[config.mk]
export PLATFORM = sky130hd
export DESIGN_NAME = cpri_prb_pattern_player
export DESIGN_NICKNAME = d
export VERILOG_FILES = /design/src/rtl/cpri_prb_pattern_player.sv
export SDC_FILE = /design/constraint.sdc
export NUM_CORES = 1
export LEC_CHECK = 0
export CAP_MARGIN = 20
export CORE_AREA = 2 2 413 415
export CTS_BUF_LIST = sky130_fd_sc_hd__clkbuf_8
export DETAILED_ROUTE_END_ITERATION = 6
export DIE_AREA = 0 0 415 417
export HOLD_SLACK_MARGIN = 0.08
export SLEW_MARGIN = 20
export SYNTH_ARGS = -nofsm -noshare
export SYNTH_HDL_FRONTEND = slang
export SYNTH_SLANG_ARGS = --single-unit
[constraint.sdc]
create_clock -name clk -period 25.7 [get_ports clk]
set_clock_uncertainty 0.2 [all_clocks]
set_input_delay 6.425 -clock clk [delete_from_list [all_inputs] [get_ports clk]]
set_output_delay 6.425 -clock clk [all_outputs]
set_load 0.03 [all_outputs]
[src/rtl/cpri_prb_pattern_player.sv]
// rtl/cpri_prb_pattern_player.sv - chip-aligned per-lane PRB pattern frame player
module cpri_prb_pattern_player #(
  parameter int NUM_CH    = 8,
  parameter int DAT_DW    = 64,
  parameter int CHIP_LEN  = 96,
  parameter int SOP_POS   = 3,
  parameter int FRAME_LEN = 44352,
  parameter int ADDR_W    = 16,
  parameter int RD_LAT    = 1
) (
  input  logic                     clk,
  input  logic                     rst,
  input  logic                     rfp_rise,
  input  logic                     enable,
  input  logic [1:0]               mode,
  output logic                     mem_rd_en,
  output logic [ADDR_W-1:0]        mem_rd_addr,
  input  logic [NUM_CH*DAT_DW-1:0] mem_rd_q,
  output logic                     sop_o,
  output logic                     vld_o,
  output logic [NUM_CH*DAT_DW-1:0] dat_o,
  output logic                     busy_o,
  output logic                     frame_done_o,
  output logic [7:0]               rfp_ign_cnt_o
);

  localparam int CW = (CHIP_LEN > 1) ? $clog2(CHIP_LEN) : 1;
  localparam logic [CW-1:0]     CHIP_LAST  = CW'(CHIP_LEN - 1);
  localparam logic [CW-1:0]     SOP_IDX    = CW'(SOP_POS);
  localparam logic [ADDR_W-1:0] FRAME_LAST = ADDR_W'(FRAME_LEN - 1);

  // Reject geometries the player cannot replay chip-aligned
  if (FRAME_LEN % CHIP_LEN != 0) begin : g_chk_frame
    $error("FRAME_LEN must be a multiple of CHIP_LEN");
  end
  if (SOP_POS >= CHIP_LEN) begin : g_chk_sop
    $error("SOP_POS must be below CHIP_LEN");
  end
  if (longint'(FRAME_LEN) > (longint'(1) << ADDR_W)) begin : g_chk_addr
    $error("FRAME_LEN does not fit in ADDR_W address bits");
  end
  if (RD_LAT < 1 || RD_LAT > 4) begin : g_chk_lat
    $error("RD_LAT must be in 1..4");
  end

  typedef enum logic [1:0] {IDLE, ARMED, PLAY} state_t;

  state_t            state, state_n;
  logic [ADDR_W-1:0] addr, addr_n;
  logic [1:0]        mode_l, mode_n;
  logic              last_os;
  logic [CW-1:0]     chip_cnt;
  logic              chip_strb;
  logic [RD_LAT-1:0] rd_pipe;
  logic [RD_LAT-1:0] done_pipe;
  logic [RD_LAT:0]   sop_pipe;

  assign chip_strb   = (chip_cnt == SOP_IDX);
  assign mem_rd_en   = (state == PLAY);
  assign mem_rd_addr = (state == PLAY) ? addr : '0;
  assign busy_o      = (state == ARMED) || (state == PLAY);
  assign sop_o       = sop_pipe[RD_LAT];

  // Free-running chip position, independent of playback state
  always_ff @(posedge clk or posedge rst) begin
    if (rst)                        chip_cnt <= '0;
    else if (chip_cnt == CHIP_LAST) chip_cnt <= '0;
    else                            chip_cnt <= chip_cnt + 1'b1;
  end

  // Player state, read address and latched mode
  always_ff @(posedge clk or posedge rst) begin
    if (rst) begin
      state  <= IDLE;
      addr   <= '0;
      mode_l <= '0;
    end else begin
      state  <= state_n;
      addr   <= addr_n;
      mode_l <= mode_n;
    end
  end

  // Next-state: arm on RFP, start on chip boundary, wrap or finish at frame end
  always_comb begin
    state_n = state;
    addr_n  = addr;
    mode_n  = mode_l;
    last_os = 1'b0;
    if (!enable) begin
      state_n = IDLE;
      addr_n  = '0;
    end else begin
      case (state)
        IDLE: begin
          if (rfp_rise && (mode == 2'd1 || mode == 2'd2)) begin
            state_n = ARMED;
            mode_n  = mode;
          end
        end
        ARMED: begin
          addr_n = '0;
          if (chip_cnt == CHIP_LAST) state_n = PLAY;
        end
        PLAY: begin
          if (addr == FRAME_LAST) begin
            addr_n = '0;
            if (mode_l != 2'd2) begin
              state_n = IDLE;
              last_os = 1'b1;
            end
          end else begin
            addr_n = addr + 1'b1;
          end
        end
        default: begin
          state_n = IDLE;
          addr_n  = '0;
        end
      endcase
    end
  end

  // Count RFP strobes that arrive while a frame is armed or playing
  always_ff @(posedge clk or posedge rst) begin
    if (rst)
      rfp_ign_cnt_o <= '0;
    else if (rfp_rise && state != IDLE && rfp_ign_cnt_o != 8'hFF)
      rfp_ign_cnt_o <= rfp_ign_cnt_o + 8'd1;
  end

  // Delay read-enable, frame-end and chip strobe to match memory latency
  always_ff @(posedge clk or posedge rst) begin
    if (rst) begin
      rd_pipe   <= '0;
      done_pipe <= '0;
      sop_pipe  <= '0;
    end else begin
      rd_pipe[0]   <= mem_rd_en;
      done_pipe[0] <= last_os;
      sop_pipe[0]  <= chip_strb;
      for (int i = 1; i < RD_LAT; i++) begin
        rd_pipe[i]   <= rd_pipe[i-1];
        done_pipe[i] <= done_pipe[i-1];
      end
      for (int i = 1; i <= RD_LAT; i++) begin
        sop_pipe[i] <= sop_pipe[i-1];
      end
    end
  end

  // Register lane data; zero whenever no pattern word is present
  always_ff @(posedge clk or posedge rst) begin
    if (rst) begin
      vld_o        <= 1'b0;
      frame_done_o <= 1'b0;
      dat_o        <= '0;
    end else begin
      vld_o        <= rd_pipe[RD_LAT-1];
      frame_done_o <= done_pipe[RD_LAT-1];
      dat_o        <= rd_pipe[RD_LAT-1] ? mem_rd_q : '0;
    end
  end

endmodule

==> insert_results.sql, run 1 <==
INSERT INTO impl_metrics (metric_group, metric, value, unit) VALUES
('run_status', 'outcome', 'finished clean', ''),
('cells_and_area', 'fin_area', '33810', 'µm²'),
('power', 'power.ir.vdd_worst', '0.00004560', 'V'),
('placement', 'numPlacedInstances', '4520', ''),
('cells_and_area', 'finalCoreUtilization', '0.2006', ''),
('worst_setup_path', 'critPathMaxFanout', '20', ''),
('drt', 'drt-wirelength-per-cell', '23.02', 'µm'),
('clocking', 'root_buffer', 'clkbuf_8', ''),
('cells_and_area', 'final_cell_mix', 'clkdlybuf4s50_1, dfrtp_1, and2_1', ''),
('timing', 'slew-limit-headroom', '0.3290', ''),
('timing', 'finalSetupViolations', '0', ''),
('logic_synthesis', 'syn-instance-count', '1294', ''),
('cells_and_area', 'fillCellCount', '18240', ''),
('grt', 'global_route.overflow_total', '0', ''),
('timing', 'fmax', '103.9', 'MHz'),
('logic_synthesis', 'ys_seq_area_frac', '0.7525', ''),
('power', 'power_per_cell_area', '71.95', 'nW/µm²'),
('logic_synthesis', 'synth.ff_latch_count', '553', ''),
('worst_setup_path', 'cp.required', '19080', 'ps'),
('timing', 'min_period', '9621', 'ps'),
('floorplan', 'fp.coreArea', '168500', 'µm²'),
('clocking', 'clk_path_buf_depth', '3', ''),
('clocking', 'clock_transition_at_path_regs', '60', 'ps'),
('clocking', 'cts_setup_buffers', '0', ''),
('power', 'power_leakage', '14.69', 'nW'),
('clocking', 'clock_sinks', '553', ''),
('grt', 'grt.met2_usage', '0.2010', ''),
('cells_and_area', 'drive_gt1_frac', '0.07379', ''),
('clocking', 'cts_tree', 'yes', ''),
('floorplan', 'rows', '151', ''),
('drt', 'postRouteAntennaNets', '0', ''),
('logic_synthesis', 'syn-cell-area', '18390', 'µm²'),
('cells_and_area', 'area_growth', '83.85', '%'),
('placement', 'finalWeightedCongestion', '0.9474', ''),
('clocking', 'h-tree-depth', '3', ''),
('grt', 'grt_use_met1', '0.1431', ''),
('drt', 'detailedRoute.firstPassIterationCount', '5', ''),
('floorplan', 'die-area', '173100', 'µm²'),
('logic_synthesis', 'synth_warnings', '0', ''),
('cells_and_area', 'final_common_cell', 'clkdlybuf4s50_1', ''),
('drt', 'drc_errors', '0', ''),
('cells_and_area', 'fin_nets', '2930', ''),
('grt', 'antenna_found_initial', '98', ''),
('drt', 'wirelength', '108600', 'µm'),
('grt', 'global_route_wire_length_before_repair', '140600', 'µm'),
('logic_synthesis', 'synth.net_count', '1818', ''),
('timing', 'totalNegativeSetupSlack', '0', 'ps'),
('timing', 'fin_worst_hold_slack', '155.4', 'ps'),
('logic_synthesis', 'synthDominantAreaCellType', 'dfrtp_1', ''),
('timing', 'rsz0062_at_grt', 'false', ''),
('logic_synthesis', 'syn_area_per_cell', '14.21', 'µm²'),
('worst_setup_path', 'critPathLaunchType', 'flop', ''),
('cells_and_area', 'finish.cell_count_without_fillers', '4717', ''),
('clocking', 'tritoncts.num_buffers', '102', ''),
('placement', 'placement.io_buffers', '1058', ''),
('run', 'count_of_max_cap_constraint_violations', '0', ''),
('floorplan', 'floorplan.initialDensity', '0.1091', ''),
('cells_and_area', 'regArea', '13840', 'µm²'),
('clocking', 'ctsHoldBuffers', '0', ''),
('hold_path', 'classification_of_the_worst_slack_hold_path', 'reg -> reg', ''),
('grt', 'pin_count_of_the_biggest_net_entering_global_routing', '115', ''),
('placement', 'placed_cell_area', '31610', 'µm²'),
('drt', 'detail_route.iter0.violations', '917', ''),
('worst_setup_path', 'reg2reg_setup_slack', '22300', 'ps'),
('grt', 'grt_pass1_vias', '14840', ''),
('grt', 'grt.busiest_layer', 'met2', ''),
('floorplan', 'io_pins', '1059', ''),
('worst_setup_path', 'cp.arrival', '3000', 'ps'),
('logic_synthesis', 'synth_top_cells_by_area', 'dfrtp_1, and2_1, clkbuf_1', ''),
('cells_and_area', 'multiInputGateArea', '4282', 'µm²'),
('timing', 'maxSlewViolCount', '0', '');
-- where the power goes --
part           total, mW  internal, mW  switching (mW)  leakage, nW
logic              0.537         0.227           0.310         5.81
registers          0.979         0.941          0.0374         7.67
clock network      0.917         0.507           0.410         1.21
total               2.43          1.68           0.757         14.7
-- registers in the layout (all words and copies together), names as in the netlist --
name           cells
mode_l             2
sop_pipe           2
done_pipe          1
vld_o              1
dat_o            512
rfp_ign_cnt_o      8
addr              16
state              2
frame_done_o       1
chip_cnt           7
rd_pipe            1
-- synthesized netlist by cell type (all sizes together) --
cell type    n
nand3       10
nor2b        2
a31oi        2
buf          4
o221ai       1
nor4         2
mux2         2
o21ai       14
a41o         1
a21boi       1
a221oi       1
or3          5
and2       531
a21oi        6
and4bb       1
nor2        18
o2bb2ai      1
o211ai       1
nor4b        1
xor2         7
nand4        9
a21o         1
xnor2       10
clkbuf      58
and3         4
dfrtp      553
and4         3
nand2       21
or4b         1
ha           6
inv          5
nor3         3
a211oi       1
a41oi        2
nand2b       6
-- worst max-delay path, cell delays in order (launching register included) --
cell and delay [ps]:
dfrtp_1 410, inv_1 90, ha_1 710, and2_1 240, clkdlybuf4s50_1 700
-- routing by layer --
| metal | part of all wire | vias to the layer above | wire, µm |
|---|---|---|---|
| li1 | - | 6268 | - |
| met1 | 0.38 | 7173 | 41750 |
| met2 | 0.49 | 675 | 53120 |
| met3 | 0.096 | 216 | 10410 |
| met4 | 0.027 | 58 | 2921 |
| met5 | 0.0035 | - | 380 |
-- final timing paths --
path                                   to        start  cells after the start
max                        mem_rd_addr[2]     state[0]                      4
min                           sop_pipe[1]  sop_pipe[0]                      0
max reg2reg                    dat_o[408]      rd_pipe                      3
min reg2reg                   sop_pipe[1]  sop_pipe[0]                      0
max in group asynchronous      dat_o[362]          rst                      4
min in group asynchronous        addr[13]          rst                      2
-- area by class of cell --
class | instances | area share
diodes | 19 | 0.001406
well taps | 2218 | 0.08208
repair buffers | 1070 | 0.3160
multi-input cells | 674 | 0.1266
clock buffers | 121 | 0.04926
clock inverters | 57 | 0.01440
flip-flops and latches | 553 | 0.4094
inverters | 5 | 0.0007772
-- logic make-up (layout without fill, tap and decap cells) --
kind of cell | count (synthesis) | count (layout) | synth area share
and+or+nand+nor | 617 | 617 | 0.2074
muxes | 2 | 2 | 0.001225
DFF | 553 | 553 | 0.7525
AOI/OAI and AO/OA | 32 | 32 | 0.01204
adders and majority gates | 6 | 6 | 0.004082
buffers and inverters | 67 | 1253 | 0.01463
xor gates and xnor gates | 17 | 17 | 0.008097
other | 0 | 19 | 0
-- stage by stage --
step | total power [mW] | worst slack [ps]
2_1_floorplan | 1.226 | 3613
3_3_place_gp | 1.539 | 15950
3_5_place_dp | 1.541 | 15880
4_1_cts | 2.489 | 15850
5_1_grt | 2.544 | 15820
6_report | 2.432 | 16080
(Power assumes the default switching activity.)
==> run 2, diff against run 1 <==
- clock period: 25.7 -> 9.2 ns (I/O delays scaled with it)
==> insert_results.sql, run 2 (synthesis gave the netlist of run 1 again) <==
INSERT INTO impl_metrics (metric_group, metric, value, unit) VALUES
('run_status', 'outcome', 'finished clean', ''),
('clocking', 'worst_skew_pair_later_pin_latency', '820', 'ps'),
('timing', 'fin_worst_hold_slack', '142.8', 'ps'),
('cells_and_area', 'registers.top_by_ff_count', 'dat_o', ''),
('timing', 'fmax', '181.0', 'MHz'),
('clocking', 'clock_transition_at_path_regs', '60', 'ps'),
('clocking', 'cts_setup_buffers', '0', ''),
('worst_setup_path', 'cp.arrival', '3030', 'ps'),
('power', 'power_per_cell_area', '202.8', 'nW/µm²'),
('cells_and_area', 'fin_nets', '2934', ''),
('drt', 'detail_route.iter0.violations', '773', ''),
('clocking', 'ctsHoldBuffers', '0', ''),
('floorplan', 'die-width', '415', 'µm'),
('cells_and_area', 'finalCoreUtilization', '0.2010', ''),
('drt', 'vias', '14640', ''),
('power', 'power.ir.vdd_worst', '0.0001355', 'V'),
('drt', 'detailedRoute.firstPassIterationCount', '7', ''),
('cells_and_area', 'drive_gt1_frac', '0.07834', ''),
('placement', 'finalWeightedCongestion', '0.8844', ''),
('hold_path', 'holdCritStartpoint', 'done_pipe', ''),
('worst_setup_path', 'timing.critical_path.to_type', 'primary output', ''),
('drt', 'drt-wirelength-per-cell', '25.68', 'µm'),
('grt', 'grt_pass1_vias', '15390', ''),
('clocking', 'tritoncts.num_buffers', '105', ''),
('timing', 'worst_slew_pin_slew', '1370', 'ps'),
('cells_and_area', 'largest_reg_flops', '512', ''),
('clocking', 'clk_path_buf_depth', '3', ''),
('timing', 'layout_worst_path_cycle_share', '0.6006', ''),
('cells_and_area', 'area_growth', '84.24', '%'),
('drt', 'viasPerCell', '3.101', ''),
('clocking', 'root_buffer', 'clkbuf_8', ''),
('cells_and_area', 'layout_top_registers', 'dat_o x512, addr x16, rfp_ign_cnt_o x8', ''),
('floorplan', 'rows', '151', ''),
('drt', 'drc_errors', '0', ''),
('placement', 'placement.io_buffers', '1058', ''),
('floorplan', 'floorplan.initialDensity', '0.1091', ''),
('worst_setup_path', 'cp.required', '6700', 'ps'),
('timing', 'slew-limit-headroom', '0.08690', ''),
('cells_and_area', 'final_common_cell', 'clkdlybuf4s50_1', ''),
('grt', 'pin_count_of_the_biggest_net_entering_global_routing', '242', ''),
('worst_setup_path', 'worst-setup-path-type', 'reg -> out', ''),
('clocking', 'cts_tree', 'yes', ''),
('clocking', 'cts_resized', '0', ''),
('timing', 'timing.final.hold_violations', '0', ''),
('timing', 'finalSetupViolations', '0', ''),
('placement', 'place.detailed.hpwl', '99990', 'µm'),
('cells_and_area', 'fillCellCount', '18270', ''),
('worst_setup_path', 'critPathLaunchType', 'flop', ''),
('timing', 'rsz0062_at_grt', 'false', ''),
('grt', 'global_route_wire_length_before_repair', '154800', 'µm'),
('power', 'power_leakage', '14.73', 'nW'),
('cells_and_area', 'final_cell_mix', 'clkdlybuf4s50_1, dfrtp_1, and2_1', ''),
('timing', 'maxSlewViolCount', '0', ''),
('worst_setup_path', 'r2r-start', 'rd_pipe', ''),
('floorplan', 'die-area', '173100', 'µm²'),
('floorplan', 'io_pins', '1059', ''),
('hold_path', 'classification_of_the_worst_slack_hold_path', 'reg -> reg', ''),
('grt', 'gr-usage-all-layers', '0.1358', ''),
('worst_setup_path', 'worstSetupStartpoint', 'state[0]', ''),
('floorplan', 'floorplan.die.height', '417', 'µm'),
('drt', 'wirelength', '121200', 'µm'),
('worst_setup_path', 'critPathMaxFanout', '20', ''),
('grt', 'antenna_found_initial', '106', ''),
('run', 'count_of_max_cap_constraint_violations', '0', ''),
('timing', 'min_period', '5526', 'ps'),
('floorplan', 'fp.coreArea', '168500', 'µm²'),
('drt', 'postRouteAntennaNets', '0', ''),
('clocking', 'clock_sinks', '553', ''),
('clocking', 'h-tree-depth', '3', ''),
('grt', 'global_route.overflow_total', '0', '');
## run 2: cell count changes in the layout (fill, tap and decap cells not counted), moves of 2 or more
cell / change
buf_12: +3
diode_2: -6
clkinvlp_4: -2
clkbuf_8: +8
clkinv_2: +6
bufinv_16: -5
inv_16: +2
inv_1: -3
inv_8: -2
## run 2: report_power, final
group	total [mW]	internal (mW)	switching [mW]	leakage, nW
combinational	1.54	0.638	0.901	5.82
sequential	2.73	2.63	0.105	7.67
clock	2.60	1.37	1.23	1.24
total	6.87	4.64	2.24	14.7
## run 2: cell type report
| type | count | area, µm² | area share |
|---|---|---|---|
| Sequential cell | 553 | 13840 | 0.4086 |
| Timing Repair Buffer | 1071 | 10730 | 0.3166 |
| Multi-Input combinational cell | 674 | 4282 | 0.1264 |
| Tap cell | 2218 | 2775 | 0.08191 |
| Clock buffer | 129 | 1775 | 0.05240 |
| Clock inverter | 57 | 425.4 | 0.01256 |
| Antenna cell | 13 | 32.53 | 0.0009602 |
| Inverter | 5 | 22.52 | 0.0006647 |
## run 2: metrics by stage
stage	instances	total power, mW	instance area, µm²	worst slack, ps	setup TNS [ps]
finish	4720	6.872	33880	3674	0
global route	4712	7.181	33860	3481	0
CTS	4707	7.038	33850	3522	0
detailed placement	4521	4.340	31650	4406	0
global placement	4521	4.336	31650	4462	0
floorplan	1294	3.426	18390	-825.8	-456680
## run 2: final timing paths
| kind | end | slack [ps] | depth (start not counted) |
|---|---|---|---|
| min reg2reg | frame_done_o | 140 | 0 |
| max | mem_rd_addr[0] | 3670 | 4 |
| max reg2reg | dat_o[305] | 5950 | 3 |
| max in group asynchronous | dat_o[402] | 5270 | 4 |
| min | frame_done_o | 140 | 0 |
| min in group asynchronous | dat_o[139] | 1750 | 2 |
## run 2: per-layer routing
layer,global-route usage,part of all wire
met2,0.2298,0.50
met5,0,0.0037
met1,0.1519,0.37
met4,0.04404,0.027
met3,0.05996,0.098
## run 2: critical path, cell delays in order (launching register included)
cell and delay, ps:
dfrtp_1 420, inv_1 100, ha_1 750, and2_1 250
clkdlybuf4s50_1 680
